==> src/rtl/ber_pkg.sv <==
// Shared constants and helpers for the bit-error-rate meter.
package ber_pkg;

    localparam int MODE_CYCLE = 0;
    localparam int MODE_BIT   = 1;

    // Returns {saturated, sum}. The sum is clamped to 2^w-1.
    function automatic logic [64:0] sat_add(input logic [63:0] a,
                                            input logic [63:0] b,
                                            input int unsigned w);
        logic [64:0] sum;
        logic [64:0] lim;
        sum = {1'b0, a} + {1'b0, b};
        lim = (65'd1 << w) - 65'd1;
        if (sum > lim) return {1'b1, lim[63:0]};
        return {1'b0, sum[63:0]};
    endfunction

    function automatic int unsigned clamp_nb(input int unsigned n, input int unsigned dw);
        return (n > dw) ? dw : n;
    endfunction

endpackage

==> src/rtl/ber_popcount.sv <==
// Combinational population count of the masked difference word.
module ber_popcount #(
    parameter int DATA_W = 8,
    parameter int PC_W   = $clog2(DATA_W + 1)
) (
    input  logic [DATA_W-1:0] i_data,
    output logic [PC_W-1:0]   o_count
);

    always_comb begin
        o_count = '0;
        for (int i = 0; i < DATA_W; i++)
            o_count = o_count + PC_W'(i_data[i]);
    end

endmodule

==> src/rtl/ber_meter.sv <==
// Bit-error-rate meter: per-window error/bit accumulation with a result strobe.
// Optional peak-error hold is enabled by defining BER_PEAK_HOLD_EN.
module ber_meter
    import ber_pkg::*;
#(
    parameter int DATA_W        = 8,
    parameter int CNT_W         = 32,
    parameter int MODE          = 0,
    parameter int WINDOW_CYCLES = 240_000_000,
    parameter int WINDOW_BITS   = 1_000_000,
    parameter int NB_W          = $clog2(DATA_W + 1)
) (
    input  logic              CLK,
    input  logic              RST,
    input  logic              clear_i,
    input  logic              valid_i,
    input  logic [DATA_W-1:0] sent_data,
    input  logic [DATA_W-1:0] recv_data,
    input  logic [NB_W-1:0]   number_of_bits,
    output logic              valid_o,
    output logic [CNT_W-1:0]  error_count,
    output logic [CNT_W-1:0]  bit_count,
    output logic              overflow_o,
    output logic [CNT_W-1:0]  peak_errors
);

    localparam int CYC_W = (WINDOW_CYCLES > 1) ? $clog2(WINDOW_CYCLES) : 1;

    logic [NB_W-1:0]   w_n;
    logic [DATA_W-1:0] w_mask;
    logic [DATA_W-1:0] r_diff;
    logic [NB_W-1:0]   r_nb;
    logic              r_v;
    logic [NB_W-1:0]   w_pop;
    logic [63:0]       w_add_err, w_add_bit;
    logic [64:0]       w_err_res, w_bit_res;
    logic [CNT_W-1:0]  w_err_sum, w_bit_sum;
    logic              w_ovf, w_close;
    logic [CNT_W-1:0]  r_err_acc, r_bit_acc;
    logic              r_ovf;
    logic [CYC_W-1:0]  r_cyc;

    always_comb begin
        w_n    = NB_W'(clamp_nb(32'(number_of_bits), DATA_W));
        w_mask = '0;
        for (int i = 0; i < DATA_W; i++)
            w_mask[i] = (i < int'(w_n));
    end

    always_ff @(posedge CLK) begin
        if (!RST || clear_i) begin
            r_diff <= '0;
            r_nb   <= '0;
            r_v    <= 1'b0;
        end else begin
            r_diff <= (sent_data ^ recv_data) & w_mask;
            r_nb   <= w_n;
            r_v    <= valid_i;
        end
    end

    ber_popcount #(.DATA_W(DATA_W), .PC_W(NB_W)) u_pop (
        .i_data  (r_diff),
        .o_count (w_pop)
    );

    // Stage-2 sums double as the close-cycle snapshot.
    always_comb begin
        w_add_err = r_v ? 64'(w_pop) : 64'd0;
        w_add_bit = r_v ? 64'(r_nb)  : 64'd0;
        w_err_res = sat_add(64'(r_err_acc), w_add_err, CNT_W);
        w_bit_res = sat_add(64'(r_bit_acc), w_add_bit, CNT_W);
        w_err_sum = CNT_W'(w_err_res[63:0]);
        w_bit_sum = CNT_W'(w_bit_res[63:0]);
        w_ovf     = r_ovf | w_err_res[64] | w_bit_res[64];
        if (MODE == MODE_CYCLE)
            w_close = (r_cyc == CYC_W'(WINDOW_CYCLES - 1));
        else
            w_close = (w_bit_res[63:0] >= 64'(WINDOW_BITS));
    end

    always_ff @(posedge CLK) begin
        if (!RST || clear_i)
            r_cyc <= '0;
        else if (MODE == MODE_CYCLE)
            r_cyc <= w_close ? '0 : r_cyc + CYC_W'(1);
    end

    always_ff @(posedge CLK) begin
        if (!RST || clear_i || w_close) begin
            r_err_acc <= '0;
            r_bit_acc <= '0;
            r_ovf     <= 1'b0;
        end else begin
            r_err_acc <= w_err_sum;
            r_bit_acc <= w_bit_sum;
            r_ovf     <= w_ovf;
        end
    end

    // clear_i suppresses the strobe but leaves the last published result intact.
    always_ff @(posedge CLK) begin
        if (!RST) begin
            valid_o     <= 1'b0;
            error_count <= '0;
            bit_count   <= '0;
            overflow_o  <= 1'b0;
        end else if (clear_i) begin
            valid_o <= 1'b0;
        end else begin
            valid_o <= w_close;
            if (w_close) begin
                error_count <= w_err_sum;
                bit_count   <= w_bit_sum;
                overflow_o  <= w_ovf;
            end
        end
    end

`ifdef BER_PEAK_HOLD_EN
    logic [CNT_W-1:0] r_peak;

    always_ff @(posedge CLK) begin
        if (!RST || clear_i)
            r_peak <= '0;
        else if (w_close && (w_err_sum > r_peak))
            r_peak <= w_err_sum;
    end

    assign peak_errors = r_peak;
`else
    assign peak_errors = '0;
`endif

endmodule

==> config.mk <==
export PLATFORM = sky130hd
export DESIGN_NAME = ber_meter
export DESIGN_NICKNAME = d
export VERILOG_FILES = /design/src/rtl/ber_pkg.sv /design/src/rtl/ber_popcount.sv /design/src/rtl/ber_meter.sv
export SDC_FILE = /design/constraint.sdc
export NUM_CORES = 1
export LEC_CHECK = 0
export ABC_AREA = 1
export CAP_MARGIN = 20
export CORE_MARGIN = 5
export CORE_UTILIZATION = 30
export CTS_BUF_LIST = sky130_fd_sc_hd__clkbuf_16
export DETAILED_ROUTE_END_ITERATION = 8
export GPL_TIMING_DRIVEN = 1
export PLACE_DENSITY_LB_ADDON = 0.1
export SLEW_MARGIN = 10
export SYNTH_ARGS = -nofsm -noshare
export SYNTH_HDL_FRONTEND = slang
export SYNTH_SLANG_ARGS = --single-unit
==> constraint.sdc <==
create_clock -name CLK -period 4.3 [get_ports CLK]
set_clock_uncertainty 0.1 [all_clocks]
set_input_delay 0.645 -clock CLK [delete_from_list [all_inputs] [get_ports CLK]]
set_output_delay 0.645 -clock CLK [all_outputs]
set_load 0.005 [all_outputs]
==> results.py, run 1 <==
metrics = {
    "status": {
        "status": "finished, final reports clean",
    },
    "critical_path": {
        "r2r_cells": 19,
        "start_kind": "flop",
        "required_ps": 4570,
        "r2r_end": "overflow_o",
        "crit_path_end": "overflow_o",
        "crit_fanout": 22,
        "crit_type": "flop to flop",
        "rrSetupSlack_ps": 210,
        "cp-startpoint": "r_diff[1]",
        "end_kind": "flop",
        "timing.rr.start": "r_diff[1]",
        "worst_ep_arrival_time_ps": 4370,
    },
    "routing": {
        "wirelength_um": 26900,
        "drc": 0,
        "dr.pass1.iters": 5,
        "final_antenna_net_count": 0,
        "vias_per_cell": 4.49,
        "via_count": 8581,
        "wl_met3_um": 872,
        "met2_wirelength_um": 13200,
        "met1_length_um": 12600,
        "routedWlPerCell_um": 14.1,
        "detail_route.iter0.violations": 427,
        "top_layer": "met4",
    },
    "floorplanning": {
        "die_height_um": 186,
        "coreArea_sq_um": 30500,
        "fp.dieW_um": 186,
        "initial_core_util_pct": 30.4,
        "pin_count": 122,
        "rows": 64,
        "dieArea_sq_um": 34500,
    },
    "yosys": {
        "synth_top_area_cell": "dfxtp_1",
        "synthTopCellsByArea": "dfxtp_1 (37%), nand2_1 (15%), nor2_1 (8.7%), inv_1 (8.1%), a21oi_1 (5.0%)",
        "netlist.area_leader.share_pct": 37.1,
        "synthCells": 1418,
        "seq_area_frac_synth_pct": 37.1,
        "avgSynthCellArea_sq_um": 6.54,
        "synth_cell_types": 38,
        "synth_seq_cells": 172,
        "synth_area_sq_um": 9270,
        "yosysWarnings": 0,
    },
    "place": {
        "place_ws_ps": 15.9,
        "gp_congestion": 0.924,
        "place.port_buffers": 89,
        "dpl.hpwl_um": 20200,
        "dp.cells": 1880,
    },
    "sta": {
        "setup_tns_ps": 0,
        "max_freq_mhz": 244,
        "fin_crit_ps": 4090,
        "finalSetupViolCount": 0,
        "finalHoldViolations": 0,
        "period_share_pct": 95.2,
        "final_max_slew_viol_count": 0,
        "finalWorstSetupSlack_ps": 208,
        "slew_headroom_pct": 49.8,
        "tightest_slew_ps": 750,
        "rsz0062_at_grt": "false",
    },
    "cts": {
        "cts-root-buf": "clkbuf_16",
        "cts_buffers": 17,
        "clock_sinks": 172,
        "htree_levels": 4,
        "clock_latency_ps": 430,
        "clkSlewWorstSetupHoldPaths_ps": 70,
        "cts_tree": "built",
        "cts_buffer_depth": 2,
    },
    "cells_and_area": {
        "fin_nets": 1546,
        "layout_common_cells": "nand2_1 (374), nor2_1 (210), inv_1 (202)",
        "instances_no_fill": 1913,
        "area_delta_synth_final_pct": 20.3,
        "diodes": 0,
        "final_common_cell": "nand2_1",
        "drive_gt1_share_pct": 6.46,
    },
    "global_route": {
        "grt_pass1_wl_um": 43800,
        "grt_max_degree": 49,
        "antenna_found_initial": 0,
        "grt_pass1_vias": 8411,
        "grt.total_usage_pct": 15.9,
        "gr-total-overflow": 0,
    },
    "power_and_ir_drop": {
        "p_sw_mw": 0.769,
        "powerDensity_nw_per_um2": 292,
        "switching_share_pct": 23.6,
        "internal_power_mw": 2.49,
        "vdd_drop_max_mv": 0.246,
        "p_leak_nw": 4.72,
        "pwr-share-comb_pct": 3.2,
        "p_clk_share_pct": 47.7,
        "seqPwrFrac_pct": 49.1,
    },
    "flow_run": {
        "maxCapViolations": 0,
    },
    "worst_hold_path": {
        "worstHoldPathType": "flop to flop",
    },
}
## logic make-up (layout without fill, tap and decap cells)
group | after synthesis | in the layout | synth area share (%)
xor+xnor | 29 | 29 | 2.74
other cells | 1 | 32 | 0.0405
flops | 172 | 172 | 37.1
compound gates | 139 | 139 | 7.82
simple gates | 777 | 777 | 35.9
buf+inv | 282 | 350 | 13.4
fa+ha+maj | 18 | 18 | 2.92
## critical path: stages (launching register included)
cell	delay, ps
dfxtp_1	310
ha_1	260
inv_1	40
fa_1	490
fa_1	430
fa_2	370
fa_2	420
nor2_2	110
inv_1	70
fa_2	370
nor2_2	170
nor2_4	60
inv_2	50
nand2_1	60
nor2_2	180
nand2_4	130
buf_12	180
nand3b_1	100
nor2_1	50
nor2_1	90
## per-layer routing
metal / vias to the layer above / track usage (%)
li1: 4521 / -
met1: 3913 / 20.9
met2: 124 / 27.2
met3: 23 / 2.83
met4: 0 / 3.73
met5: - / 0
## through the flow
step                hold slack (ps)  area, sq um  power (mW)  util (%)
floorplan                       347         9390        1.71         -
global placement                367        10500        1.74      34.5
detailed placement              370        10500        1.74      34.5
CTS                             384        11100        3.32      36.4
global route                    405        11100        3.41      36.5
finish                          383        11100        3.26      36.5
## registers in the layout (all words and copies together), names as in the netlist
signal / count
bit_count: 32
error_count: 32
overflow_o: 1
r_bit_acc: 32
r_cyc: 28
r_diff: 8
r_err_acc: 32
r_nb: 4
r_ovf: 1
r_v: 1
valid_o: 1
## worst min-delay path by stage
stage,slack [ps],end,startpoint,cells after the start
finish,380,r_cyc[27],r_cyc[27],2
global route,410,r_cyc[27],r_cyc[27],2
CTS,380,r_cyc[27],r_cyc[27],2
detailed placement,370,r_cyc[27],r_cyc[27],2
global placement,370,r_cyc[27],r_cyc[27],2
floorplan,350,r_cyc[27],r_cyc[27],2
## layout make-up
cell class | count | area (sq um)
clock buffers | 17 | 425
clock inverters | 15 | 149
repair buffers | 113 | 1120
flip-flops and latches | 172 | 3440
multi-input cells | 995 | 4750
well taps | 396 | 495
fillers | 3299 | 19400
inverters | 205 | 769
## power groups by stage
stage / logic, mW / clock network, mW / registers (mW)
after floorplan: 0.0776 / 0 / 1.64
after global placement: 0.103 / 0 / 1.64
after detailed placement: 0.103 / 0 / 1.64
after CTS: 0.103 / 1.61 / 1.60
after global routing: 0.118 / 1.69 / 1.60
final: 0.104 / 1.56 / 1.60
## cells in the mapped netlist (all sizes together)
cell type  number
a21boi          2
a211oi          3
nand3b         11
ha             12
xnor2          16
buf            62
nand3          96
nand4          30
o21bai          1
clkbuf         15
conb            1
xor2           13
dfxtp         172
nor2          220
a31oi           5
a21oi          93
a221oi          2
inv           205
nor3           26
nor3b           2
fa              6
and2            5
o21ai          33
nand2         383
or2             4
## timing repair
action,in CTS,in global routing
hold buffers,0,0
buffers inserted,0,1
setup endpoints to repair,2,65
pin swaps,0,4
gates resized for setup,2,17
Power figures use the tool's default switching activity.
==> run 2, diff against run 1 <==
- ABC_CLOCK_PERIOD_IN_PS: not set -> 4300
==> results of run 2 <==
Same layout as run 1: the final DEF is identical, and so are final timing and power.
==> run 3, diff against run 2 <==
- CORE_ASPECT_RATIO: not set -> 1.1
==> run 3 against run 2 <==
- cell area grew 3.7%
- global-route usage grew 0.19 points
- sequential power is essentially flat
- power grew 2.6%
- clock-buffer cell count is the same
- clock power grew 4%
- sequential share of layout area shrank 1.1 points
- die area is essentially flat
- non-clock buffer count grew 5
- combinational power grew 6%
- largest cell class unchanged
==> results.py, run 3 (synthesis gave the netlist of run 1 again) <==
metrics = {
    "floorplanning": {
        "pin_count": 122,
        "rows": 67,
        "die_height_um": 194,
        "initial_core_util_pct": 30.4,
        "dieArea_sq_um": 34500,
        "coreArea_sq_um": 30500,
        "fp.dieW_um": 178,
    },
    "cells_and_area": {
        "diodes": 0,
        "layout_common_cells": "nand2_1 (363), nor2_1 (208), inv_1 (199)",
        "design_area_sq_um": 11600,
        "area_delta_synth_final_pct": 24.7,
        "drive_gt1_share_pct": 9.59,
        "fin_nets": 1551,
        "final_common_cell": "nand2_1",
    },
    "global_route": {
        "gr-total-overflow": 0,
        "grt_max_degree": 82,
        "grt_pass1_vias": 8175,
        "grt.total_usage_pct": 16.1,
        "antenna_found_initial": 0,
        "grt_pass1_wl_um": 44200,
    },
    "power_and_ir_drop": {
        "vdd_drop_max_mv": 0.184,
        "powerDensity_nw_per_um2": 289,
        "p_leak_nw": 4.85,
    },
    "sta": {
        "slew_headroom_pct": 40.6,
        "max_freq_mhz": 233,
        "fin_crit_ps": 4280,
        "rsz0062_at_grt": "true",
        "finalHoldViolations": 0,
        "period_share_pct": 99.6,
        "finalSetupViolCount": 0,
        "tightest_slew_ps": 891,
        "final_max_slew_viol_count": 0,
        "finalWorstSetupSlack_ps": 17.0,
    },
    "status": {
        "status": "finished, final reports clean",
    },
    "critical_path": {
        "cp_slowest_stage_delay_ps": 520,
        "worst_ep_arrival_time_ps": 4550,
        "cp_slowest_cell": "fa_1",
        "crit_fanout": 6,
        "crit_type": "flop to flop",
        "crit_family": "adder cells",
        "crit_top_cell": "nor2_4",
        "cp_num_buf_inv": 5,
        "start_kind": "flop",
        "cp_cell_sequence": "ha_4 > inv_2 > fa_1 > fa_1 > fa_2 > fa_2 > nor2_4 > inv_2 > fa_2 > nor2_4 > nor2_4 > inv_2 > nand2_4 > nor2_4 > nand2_8 > buf_12 > clkbuf_16 > a31oi_4",
        "required_ps": 4570,
        "end_kind": "flop",
        "rrSetupSlack_ps": 20,
    },
    "routing": {
        "wirelength_um": 28100,
        "vias_per_cell": 4.45,
        "drc": 0,
        "via_count": 8613,
        "dr.pass1.iters": 6,
        "final_antenna_net_count": 0,
        "detail_route.iter0.violations": 401,
        "routedWlPerCell_um": 14.5,
    },
    "cts": {
        "cts_tree": "built",
        "clock_sinks": 172,
        "clkSlewWorstSetupHoldPaths_ps": 70,
        "clock_latency_ps": 440,
        "cts_buffers": 17,
        "htree_levels": 4,
        "cts-root-buf": "clkbuf_16",
        "cts_buffer_depth": 2,
        "ctsHoldBuffers": 0,
    },
    "place": {
        "place.port_buffers": 89,
        "dpl_cell_area_sq_um": 10500,
        "dpl.hpwl_um": 20500,
        "place_ws_ps": -14.4,
        "gp_congestion": 0.878,
    },
    "flow_run": {
        "maxCapViolations": 0,
    },
    "worst_hold_path": {
        "worstHoldPathType": "flop to flop",
    },
}
[run 3: changes by cell type in the layout (fill, tap and decap cells not counted), sizes merged]
cell,previous run,this run
bufinv,2,3
buf,25,27
clkinv,8,5
clkbuf,17,20
inv,208,210
[run 3: timing repair]
action                                  CTS  global route
pin swaps                                 0            42
endpoints found under the setup margin   17            66
cloned                                    0             4
setup buffers                             0             4
resized for setup                         2            75
[run 3: worst reg2reg max path, cell delays in order (launching register included)]
cell and delay, ps:
dfxtp_2 330, ha_4 260, inv_2 30, fa_1 520
fa_1 450, fa_2 410, fa_2 520, nor2_4 120
inv_2 40, fa_2 370, nor2_4 120, nor2_4 50
inv_2 80, nand2_4 60, nor2_4 170, nand2_8 120
buf_12 160, clkbuf_16 160, a31oi_4 160
[run 3: path summary, 6_finish.rpt]
| check | startpoint | end | depth (start not counted) |
|---|---|---|---|
| max | r_diff[0] | r_err_acc[22] | 18 |
| min | r_cyc[27] | r_cyc[27] | 2 |
| max reg2reg | r_diff[0] | r_err_acc[22] | 18 |
| min reg2reg | r_cyc[27] | r_cyc[27] | 2 |
[run 3: through the flow]
stage | TNS (ps) | power, mW | hold slack (ps) | utilization [%] | instances
after floorplan | 0 | 1.71 | 347 | - | 1449
after global placement | 0 | 1.74 | 364 | 34.4 | 1896
after detailed placement | -18.9 | 1.74 | 380 | 34.4 | 1896
after CTS | 0 | 3.39 | 388 | 36.4 | 1928
after global routing | -3000 | 3.47 | 421 | 37.9 | 1936
final | 0 | 3.34 | 381 | 37.9 | 1936
[run 3: where the power goes]
| group | internal [mW] | leakage (nW) | switching [mW] | total (mW) |
|---|---|---|---|---|
| clock network | 0.925 | 0.294 | 0.707 | 1.63 |
| logic | 0.0401 | 3.17 | 0.0701 | 0.110 |
| registers | 1.60 | 1.39 | 0.00392 | 1.60 |
| total | 2.56 | 4.85 | 0.781 | 3.34 |
[run 3: metal layers]
| layer | GRT usage (%) | vias to the layer above | part of all wire (%) |
|---|---|---|---|
| li1 | - | 4536 | - |
| met1 | 19.8 | 3933 | 44 |
| met2 | 28.9 | 120 | 52 |
| met3 | 2.74 | 24 | 2.8 |
| met4 | 3.98 | 0 | 1.4 |
| met5 | 0 | - | 0 |
[run 3: area by class of cell]
class                           count  area, sq um
Clock inverter                     15          186
Fill cell                        3328        19000
Timing Repair Buffer              118         1200
Clock buffer                       17          425
Sequential cell                   172         3450
Tap cell                          414          518
Inverter                          205          769
Multi-Input combinational cell    995         5020
